**config.mk**
```make
export PLATFORM = sky130hd
export DESIGN_NAME = s2mm_writer
export DESIGN_NICKNAME = d
export VERILOG_FILES = /design/src/rtl/s2mm_pkg.sv /design/src/rtl/s2mm_addr_counter.sv /design/src/rtl/s2mm_writer.sv
export SDC_FILE = /design/constraint.sdc
export NUM_CORES = 1
export LEC_CHECK = 0
export BUFFER_PORTS_ARGS = -buffer_cell sky130_fd_sc_hd__buf_2
export CAP_MARGIN = 5
export CORE_UTILIZATION = 51
export DETAILED_ROUTE_END_ITERATION = 8
export PLACE_DENSITY = 0.84
export SYNTH_ARGS = -nofsm -noshare
export SYNTH_HDL_FRONTEND = slang
export SYNTH_SLANG_ARGS = --single-unit
```
**constraint.sdc**
```tcl
create_clock -name clk -period 2.9 [get_ports clk]
set_clock_uncertainty 0.2 [all_clocks]
set_input_delay 0.435 -clock clk [delete_from_list [all_inputs] [get_ports clk]]
set_output_delay 0.435 -clock clk [all_outputs]
set_load 0.02 [all_outputs]
```
**src/rtl/s2mm_pkg.sv**
```systemverilog
// s2mm_pkg
// Shared types for the stream-to-memory writer:
//   - s2mm_state_e : writer FSM states (IDLE / RUN / DRAIN)
//   - s2mm_wr_req_t: one memory write request (address, data)
//   - s2mm_cmd_t   : one transfer command (base address, word count)
// The S2MM_* widths are the default build widths and match the
// default parameters of s2mm_writer and s2mm_addr_counter.
package s2mm_pkg;

  localparam int unsigned S2MM_WORD_WIDTH = 32;
  localparam int unsigned S2MM_ADDR_WIDTH = 16;
  localparam int unsigned S2MM_LEN_WIDTH  = 16;

  typedef enum logic [1:0] {
    ST_IDLE  = 2'd0,
    ST_RUN   = 2'd1,
    ST_DRAIN = 2'd2
  } s2mm_state_e;

  typedef struct packed {
    logic [S2MM_ADDR_WIDTH-1:0] addr;
    logic [S2MM_WORD_WIDTH-1:0] data;
  } s2mm_wr_req_t;

  typedef struct packed {
    logic [S2MM_ADDR_WIDTH-1:0] addr;
    logic [S2MM_LEN_WIDTH-1:0]  len;
  } s2mm_cmd_t;

endpackage

```
**src/rtl/s2mm_addr_counter.sv**
```systemverilog
// s2mm_addr_counter
// Loadable write-address register plus remaining-word counter.
// Ports:
//   clk, reset      : clock, synchronous active-high reset
//   load            : take load_addr / load_len (has priority over step)
//   load_addr       : base word address
//   load_len        : number of words in the transfer
//   step            : one word consumed: addr += 1 (wraps), remaining -= 1
//   addr            : address of the next word to be written
//   remaining       : words still to be accepted
//   zero            : remaining == 0
module s2mm_addr_counter
  import s2mm_pkg::*;
#(
  parameter int unsigned ADDR_WIDTH = S2MM_ADDR_WIDTH,
  parameter int unsigned LEN_WIDTH  = S2MM_LEN_WIDTH
) (
  input  logic                  clk,
  input  logic                  reset,
  input  logic                  load,
  input  logic [ADDR_WIDTH-1:0] load_addr,
  input  logic [LEN_WIDTH-1:0]  load_len,
  input  logic                  step,
  output logic [ADDR_WIDTH-1:0] addr,
  output logic [LEN_WIDTH-1:0]  remaining,
  output logic                  zero
);

  logic [ADDR_WIDTH-1:0] addr_r;
  logic [LEN_WIDTH-1:0]  remaining_r;

  // Address / count registers; address wraps naturally at 2^ADDR_WIDTH.
  always_ff @(posedge clk) begin
    if (reset) begin
      addr_r      <= {ADDR_WIDTH{1'b0}};
      remaining_r <= {LEN_WIDTH{1'b0}};
    end else if (load) begin
      addr_r      <= load_addr;
      remaining_r <= load_len;
    end else if (step) begin
      addr_r      <= addr_r + {{(ADDR_WIDTH-1){1'b0}}, 1'b1};
      remaining_r <= remaining_r - {{(LEN_WIDTH-1){1'b0}}, 1'b1};
    end else begin
      addr_r      <= addr_r;
      remaining_r <= remaining_r;
    end
  end

  assign addr      = addr_r;
  assign remaining = remaining_r;
  assign zero      = (remaining_r == {LEN_WIDTH{1'b0}});

endmodule

```
**src/rtl/s2mm_writer.sv**
```systemverilog
// s2mm_writer
// Stream-to-memory writer. Accepts a command (base address, word count),
// takes words from a valid/ready stream and issues one memory write per
// word at incrementing addresses through a single-entry output stage.
// Ports:
//   clk, reset                     : clock, synchronous active-high reset
//   i_cmd_valid / o_cmd_ready      : command handshake (ready while IDLE)
//   i_cmd_addr, i_cmd_len          : base word address, word count (0 legal)
//   i_s_valid / o_s_ready          : stream handshake
//   i_s_data, i_s_last             : stream word, end-of-packet marker
//   o_wr_valid / i_wr_ready        : memory write handshake
//   o_wr_addr, o_wr_data           : write address / data
//   o_done                         : one-cycle completion pulse
//   o_err                          : sticky framing error, cleared on command accept
// Build option:
//   S2MM_LAST_CHECK_EN : check i_s_last against the word count; an early
//   last ends the transfer and flags o_err, a missing last on the final
//   counted word flags o_err. Without it i_s_last is ignored and o_err is 0.
module s2mm_writer
  import s2mm_pkg::*;
#(
  parameter int unsigned WORD_WIDTH = S2MM_WORD_WIDTH,
  parameter int unsigned ADDR_WIDTH = S2MM_ADDR_WIDTH,
  parameter int unsigned LEN_WIDTH  = S2MM_LEN_WIDTH
) (
  input  logic                  clk,
  input  logic                  reset,
  input  logic                  i_cmd_valid,
  output logic                  o_cmd_ready,
  input  logic [ADDR_WIDTH-1:0] i_cmd_addr,
  input  logic [LEN_WIDTH-1:0]  i_cmd_len,
  input  logic                  i_s_valid,
  output logic                  o_s_ready,
  input  logic [WORD_WIDTH-1:0] i_s_data,
  input  logic                  i_s_last,
  output logic                  o_wr_valid,
  input  logic                  i_wr_ready,
  output logic [ADDR_WIDTH-1:0] o_wr_addr,
  output logic [WORD_WIDTH-1:0] o_wr_data,
  output logic                  o_done,
  output logic                  o_err
);

  s2mm_state_e           state_r;
  s2mm_state_e           state_next_s;

  logic                  cmd_ready_s;
  logic                  s_ready_s;
  logic                  done_next_s;

  logic                  cmd_fire_s;
  logic                  beat_fire_s;
  logic                  wr_fire_s;
  logic                  len_zero_s;
  logic                  rem_one_s;
  logic                  end_beat_s;

  logic [ADDR_WIDTH-1:0] cnt_addr_s;
  logic [LEN_WIDTH-1:0]  cnt_rem_s;
  logic                  cnt_zero_s;

  logic                  wr_valid_r;
  logic [ADDR_WIDTH-1:0] wr_addr_r;
  logic [WORD_WIDTH-1:0] wr_data_r;
  logic                  done_r;

  assign cmd_fire_s  = i_cmd_valid && cmd_ready_s;
  assign beat_fire_s = i_s_valid && s_ready_s;
  assign wr_fire_s   = wr_valid_r && i_wr_ready;
  assign len_zero_s  = (i_cmd_len == {LEN_WIDTH{1'b0}});
  assign rem_one_s   = (cnt_rem_s == {{(LEN_WIDTH-1){1'b0}}, 1'b1});

  s2mm_addr_counter #(
    .ADDR_WIDTH (ADDR_WIDTH),
    .LEN_WIDTH  (LEN_WIDTH)
  ) u_addr_counter (
    .clk       (clk),
    .reset     (reset),
    .load      (cmd_fire_s),
    .load_addr (i_cmd_addr),
    .load_len  (i_cmd_len),
    .step      (beat_fire_s),
    .addr      (cnt_addr_s),
    .remaining (cnt_rem_s),
    .zero      (cnt_zero_s)
  );

`ifdef S2MM_LAST_CHECK_EN
  logic last_err_s;
  logic err_r;

  // A beat ends the transfer on the count or on an (early) last marker.
  assign end_beat_s = rem_one_s || i_s_last;
  // Framing error: last marker and final counted word disagree.
  assign last_err_s = i_s_last ^ rem_one_s;

  // Sticky error flag, cleared when the next command is accepted.
  always_ff @(posedge clk) begin
    if (reset) begin
      err_r <= 1'b0;
    end else if (cmd_fire_s) begin
      err_r <= 1'b0;
    end else if (beat_fire_s && last_err_s) begin
      err_r <= 1'b1;
    end else begin
      err_r <= err_r;
    end
  end

  assign o_err = err_r;
`else
  logic unused_last_s;

  assign end_beat_s    = rem_one_s;
  assign unused_last_s = i_s_last;
  assign o_err         = 1'b0;
`endif

  // FSM state register.
  always_ff @(posedge clk) begin
    if (reset) begin
      state_r <= ST_IDLE;
    end else begin
      state_r <= state_next_s;
    end
  end

  // FSM next-state logic; zero-length commands never leave IDLE.
  always_comb begin
    state_next_s = state_r;
    case (state_r)
      ST_IDLE: begin
        if (cmd_fire_s && !len_zero_s) begin
          state_next_s = ST_RUN;
        end else begin
          state_next_s = ST_IDLE;
        end
      end
      ST_RUN: begin
        if (beat_fire_s && end_beat_s) begin
          state_next_s = ST_DRAIN;
        end else begin
          state_next_s = ST_RUN;
        end
      end
      ST_DRAIN: begin
        if (wr_fire_s || !wr_valid_r) begin
          state_next_s = ST_IDLE;
        end else begin
          state_next_s = ST_DRAIN;
        end
      end
      default: begin
        state_next_s = ST_IDLE;
      end
    endcase
  end

  // FSM outputs; stream ready follows write backpressure combinationally
  // so a stalled output stage is never overwritten.
  always_comb begin
    cmd_ready_s = 1'b0;
    s_ready_s   = 1'b0;
    done_next_s = 1'b0;
    case (state_r)
      ST_IDLE: begin
        cmd_ready_s = 1'b1;
        done_next_s = cmd_fire_s && len_zero_s;
      end
      ST_RUN: begin
        s_ready_s = !cnt_zero_s && (!wr_valid_r || i_wr_ready);
      end
      ST_DRAIN: begin
        done_next_s = wr_fire_s || !wr_valid_r;
      end
      default: begin
        cmd_ready_s = 1'b0;
        s_ready_s   = 1'b0;
        done_next_s = 1'b0;
      end
    endcase
  end

  // Single-entry write stage: reload on a beat, else clear on handshake.
  always_ff @(posedge clk) begin
    if (reset) begin
      wr_valid_r <= 1'b0;
      wr_addr_r  <= {ADDR_WIDTH{1'b0}};
      wr_data_r  <= {WORD_WIDTH{1'b0}};
      done_r     <= 1'b0;
    end else begin
      done_r <= done_next_s;
      if (beat_fire_s) begin
        wr_valid_r <= 1'b1;
        wr_addr_r  <= cnt_addr_s;
        wr_data_r  <= i_s_data;
      end else if (wr_fire_s) begin
        wr_valid_r <= 1'b0;
      end else begin
        wr_valid_r <= wr_valid_r;
      end
    end
  end

  assign o_cmd_ready = cmd_ready_s;
  assign o_s_ready   = s_ready_s;
  assign o_wr_valid  = wr_valid_r;
  assign o_wr_addr   = wr_addr_r;
  assign o_wr_data   = wr_data_r;
  assign o_done      = done_r;

endmodule

```
==> qor.yml <==
worst_setup_path:
  cp_cell_sequence: "inv_1, ha_1, nor4b_4, nand4_4, and3_1, buf_2"
  r2r_end: "o_wr_data[19]"
  criticalPathCategory: "reg -> out"
  critPathCaptureType: "output port"
  cp_max_fo: 8
  path_delay_family: "simple AND/OR/NAND/NOR gates"
  timing.rr.start: "u_addr_counter.remaining[0]"
  critPathMaxStageDelay_ps: 420
  critPathBufInv: 2
  rr_worst_depth: 8
  r2r_slack_ps: 260
  required_ps: 2270
  cp-start-kind: "flop"
  cp.arrival_ps: 2110
  slowest_stage: "nor4b_4"
placement:
  gp_congestion: 0.863
  port_buffers: 120
  dpl_cell_area_mm2: 0.00444
  dp_hpwl_um: 6440
logic_synthesis:
  netlist_instances: 474
  seq_area_frac_synth_pct: 44.6
  ys_warn_count: 0
  synth_mux_area_share_pct: 1.49
  synth.net_count: 547
  ys_async_sr_fraction_pct: 0
  synth_top_area_share_pct: 44.6
  syn-cell-area_mm2: 0.00377
  synth-simple-area-share_pct: 27.0
  yosys-top-cells-area: "dfxtp_1, nand2_1, a21oi_1"
  synthAdderAreaFrac_pct: 0.996
  synth_flop_cell: "dfxtp_1"
  synth_xor_area_share_pct: 0.697
  ys_ff_latch: 84
  synth_compound_area_share_pct: 20.5
  yosys.area.top_type: "dfxtp_1"
  synth_edf_count: 0
  synth_cell_types: 61
  synth_top_family_by_area: "simple AND/OR/NAND/NOR gates"
  synth_area_per_cell_um2: 7.95
routing:
  via_count: 3816
  drtIter0Drc: 156
  firstDrtPassIters: 5
  viasPerCell: 5.57
  wl_um: 9620
  wl_per_cell_um: 14.0
  ant_nets: 0
  drc: 0
finish:
  num_antenna_cells: 0
  area_growth_pct: 24.2
  multiInputGateArea_mm2: 0.00193
  regArea_mm2: 0.00168
  fin_nets: 657
  drive_gt1_share_pct: 27.5
  fin_area_mm2: 0.00468
  fillers: 606
clock_network:
  worstSkewPairLatency_ps: 360
  holdBufCountCts: 0
  tritoncts: "yes"
  root_buffer: "clkbuf_8"
  postCtsSetupRepairBufs: 0
  cts_htree_levels: 3
  clock_sinks: 84
  numCtsBuffers: 9
  cts.clk_slew.worst_paths_ps: 90
  clock_path_buffers: 2
floorplan:
  die_h_um: 87.9
  start_util_pct: 54.0
  die_x_um: 87.9
  rows: 30
  die_area_mm2: 0.00773
  pin_count: 123
  core_mm2: 0.00698
global_route:
  grt_pass1_vias: 3432
  grt_overflow_total: 0
  track_usage_pct: 24.5
  grt_first_pass_wirelength_um: 15000
  antenna_found_initial: 0
  grt_start_max_net_pins: 86
timing:
  fin_setup_tns_ps: 0
  slew_headroom_pct: 45.6
  period_needed_ps: 2740
  setup_violations: 0
  hold_violations: 0
  fin_crit_sh_pct: 94.5
  grt_setup_unrepaired: "false"
  drv_slew: 0
  fmax_ghz: 0.365
  tightest_slew_ps: 811
status:
  outcome: "complete, no violations"
flow_run:
  max-cap-violations: 0
min_path:
  hp-class: "in -> reg"
  hold_depth: 3
  hold_start: "i_cmd_addr[13]"
  hold_end: "u_addr_counter.addr[13]"
power:
  ir_drop_mv: 0.333
  leakage_nw: 1.96
  p_total_mw: 2.70
  p_per_area_mw_per_mm2: 577
-- routing by layer --
| layer | global-route usage, % | part of all wire [%] | vias to the layer above |
|---|---|---|---|
| li1 | - | - | 1892 |
| met1 | 29.8 | 43 | 1767 |
| met2 | 43.1 | 50 | 141 |
| met3 | 3.86 | 5.1 | 16 |
| met4 | 9.99 | 2.0 | 0 |
| met5 | 0 | 0 | - |
-- tightest hold or removal path: stages --
cell and delay, ps:
buf_2 70, nand2_1 40, o31ai_1 50
-- power breakdown --
part	internal (mW)	leakage [nW]	switching, mW
Clock	0.500	0.116	0.464
Sequential	1.22	0.687	0.0675
Combinational	0.176	1.16	0.272
-- per-stage QoR --
step                instances  util, %  hold WS (ps)  setup slack (ps)
global placement          669     63.6           239               386
finish                    685     67.0          70.3               158
global route              685     67.0          87.2              40.0
floorplan                 474        -           244               748
detailed placement        669     63.6           244               286
CTS                       685     66.9          63.7               120
-- cell type report --
| cell class | count | share of cell area, % |
|---|---|---|
| Clock buffer | 9 | 2.65 |
| Clock inverter | 7 | 2.27 |
| Inverter | 8 | 0.642 |
| Multi-Input combinational cell | 353 | 41.3 |
| Sequential cell | 84 | 35.9 |
| Tap cell | 96 | 2.57 |
| Timing Repair Buffer | 128 | 14.6 |
-- synthesized netlist by cell type, types with 2 or more instances --
library cell  number
a311oi_1           3
buf_4              4
nor2_2             2
nor3_2             2
nor3b_1            2
mux2_2             3
a211oi_1           7
and3_1             8
a211o_1            2
ha_1               3
nand2_1          120
clkbuf_1          16
dfxtp_1           84
a311o_1            5
o21bai_1           5
o311ai_0           2
o31ai_1            2
nor4_1             6
o21ai_0            6
xor2_1             2
buf_2              8
nand3_1            5
nor3_1            16
inv_1              8
nor2_1            30
o21a_1             2
o21ai_1            2
a21o_1             2
mux2_1             2
a21oi_1           73
nand4_1           10
a22oi_1            3
-- worst max path at each step --
stage	from	end	cells after the start
after global placement	u_addr_counter.remaining[0]	u_addr_counter.addr[3]	8
after global routing	u_addr_counter.remaining[0]	o_wr_data[19]	8
after detailed placement	u_addr_counter.remaining[0]	o_wr_addr[11]	8
after CTS	u_addr_counter.remaining[0]	o_s_ready	6
final	u_addr_counter.remaining[0]	o_s_ready	6
after floorplan	u_addr_counter.remaining[0]	u_addr_counter.remaining[12]	7
-- kinds of logic after synthesis --
kind of cell,Yosys count
compound gates,124
xor+xnor,3
fa+ha+maj,3
buf+inv,37
flops,84
mux,5
other cells,1
simple gates,217
-- flip-flops by register name, summed over array words and instances (netlist names) --
| signal | cells |
|---|---|
| o_wr_data | 32 |
| o_wr_addr | 16 |
| u_addr_counter.addr | 16 |
| u_addr_counter.remaining | 16 |
| state_r | 2 |
| o_done | 1 |
| o_wr_valid | 1 |
-- what timing repair did --
item / CTS / global route
gates resized for setup: 0 / 1
setup endpoints to repair: 0 / 2
endpoints found under the hold margin: 0 / 0
-- placed cells by master (no fill, tap or decap), types with 2 or more instances in the layout --
| cell | n |
|---|---|
| o21bai_1 | 5 |
| a211o_1 | 2 |
| a311oi_1 | 3 |
| inv_1 | 8 |
| o21ai_0 | 6 |
| a21o_1 | 2 |
| a311o_1 | 5 |
| mux2_2 | 3 |
| o21a_1 | 2 |
| o311ai_0 | 2 |
| nor4_1 | 6 |
| buf_2 | 120 |
| bufinv_16 | 2 |
| inv_6 | 2 |
| clkbuf_8 | 9 |
| ha_1 | 3 |
| nor3_1 | 16 |
| buf_12 | 2 |
| a22oi_1 | 3 |
| o31ai_1 | 2 |
| clkinv_4 | 2 |
| mux2_1 | 2 |
| buf_4 | 6 |
| nand4_1 | 10 |
| nor2_1 | 30 |
| nor3_2 | 2 |
| and3_1 | 8 |
| a211oi_1 | 7 |
| xor2_1 | 2 |
| dfxtp_1 | 84 |
| nand3_1 | 5 |
| nand2_1 | 120 |
| o21ai_1 | 2 |
| a21oi_1 | 73 |
Note: power is estimated with default switching activity, not from simulation.
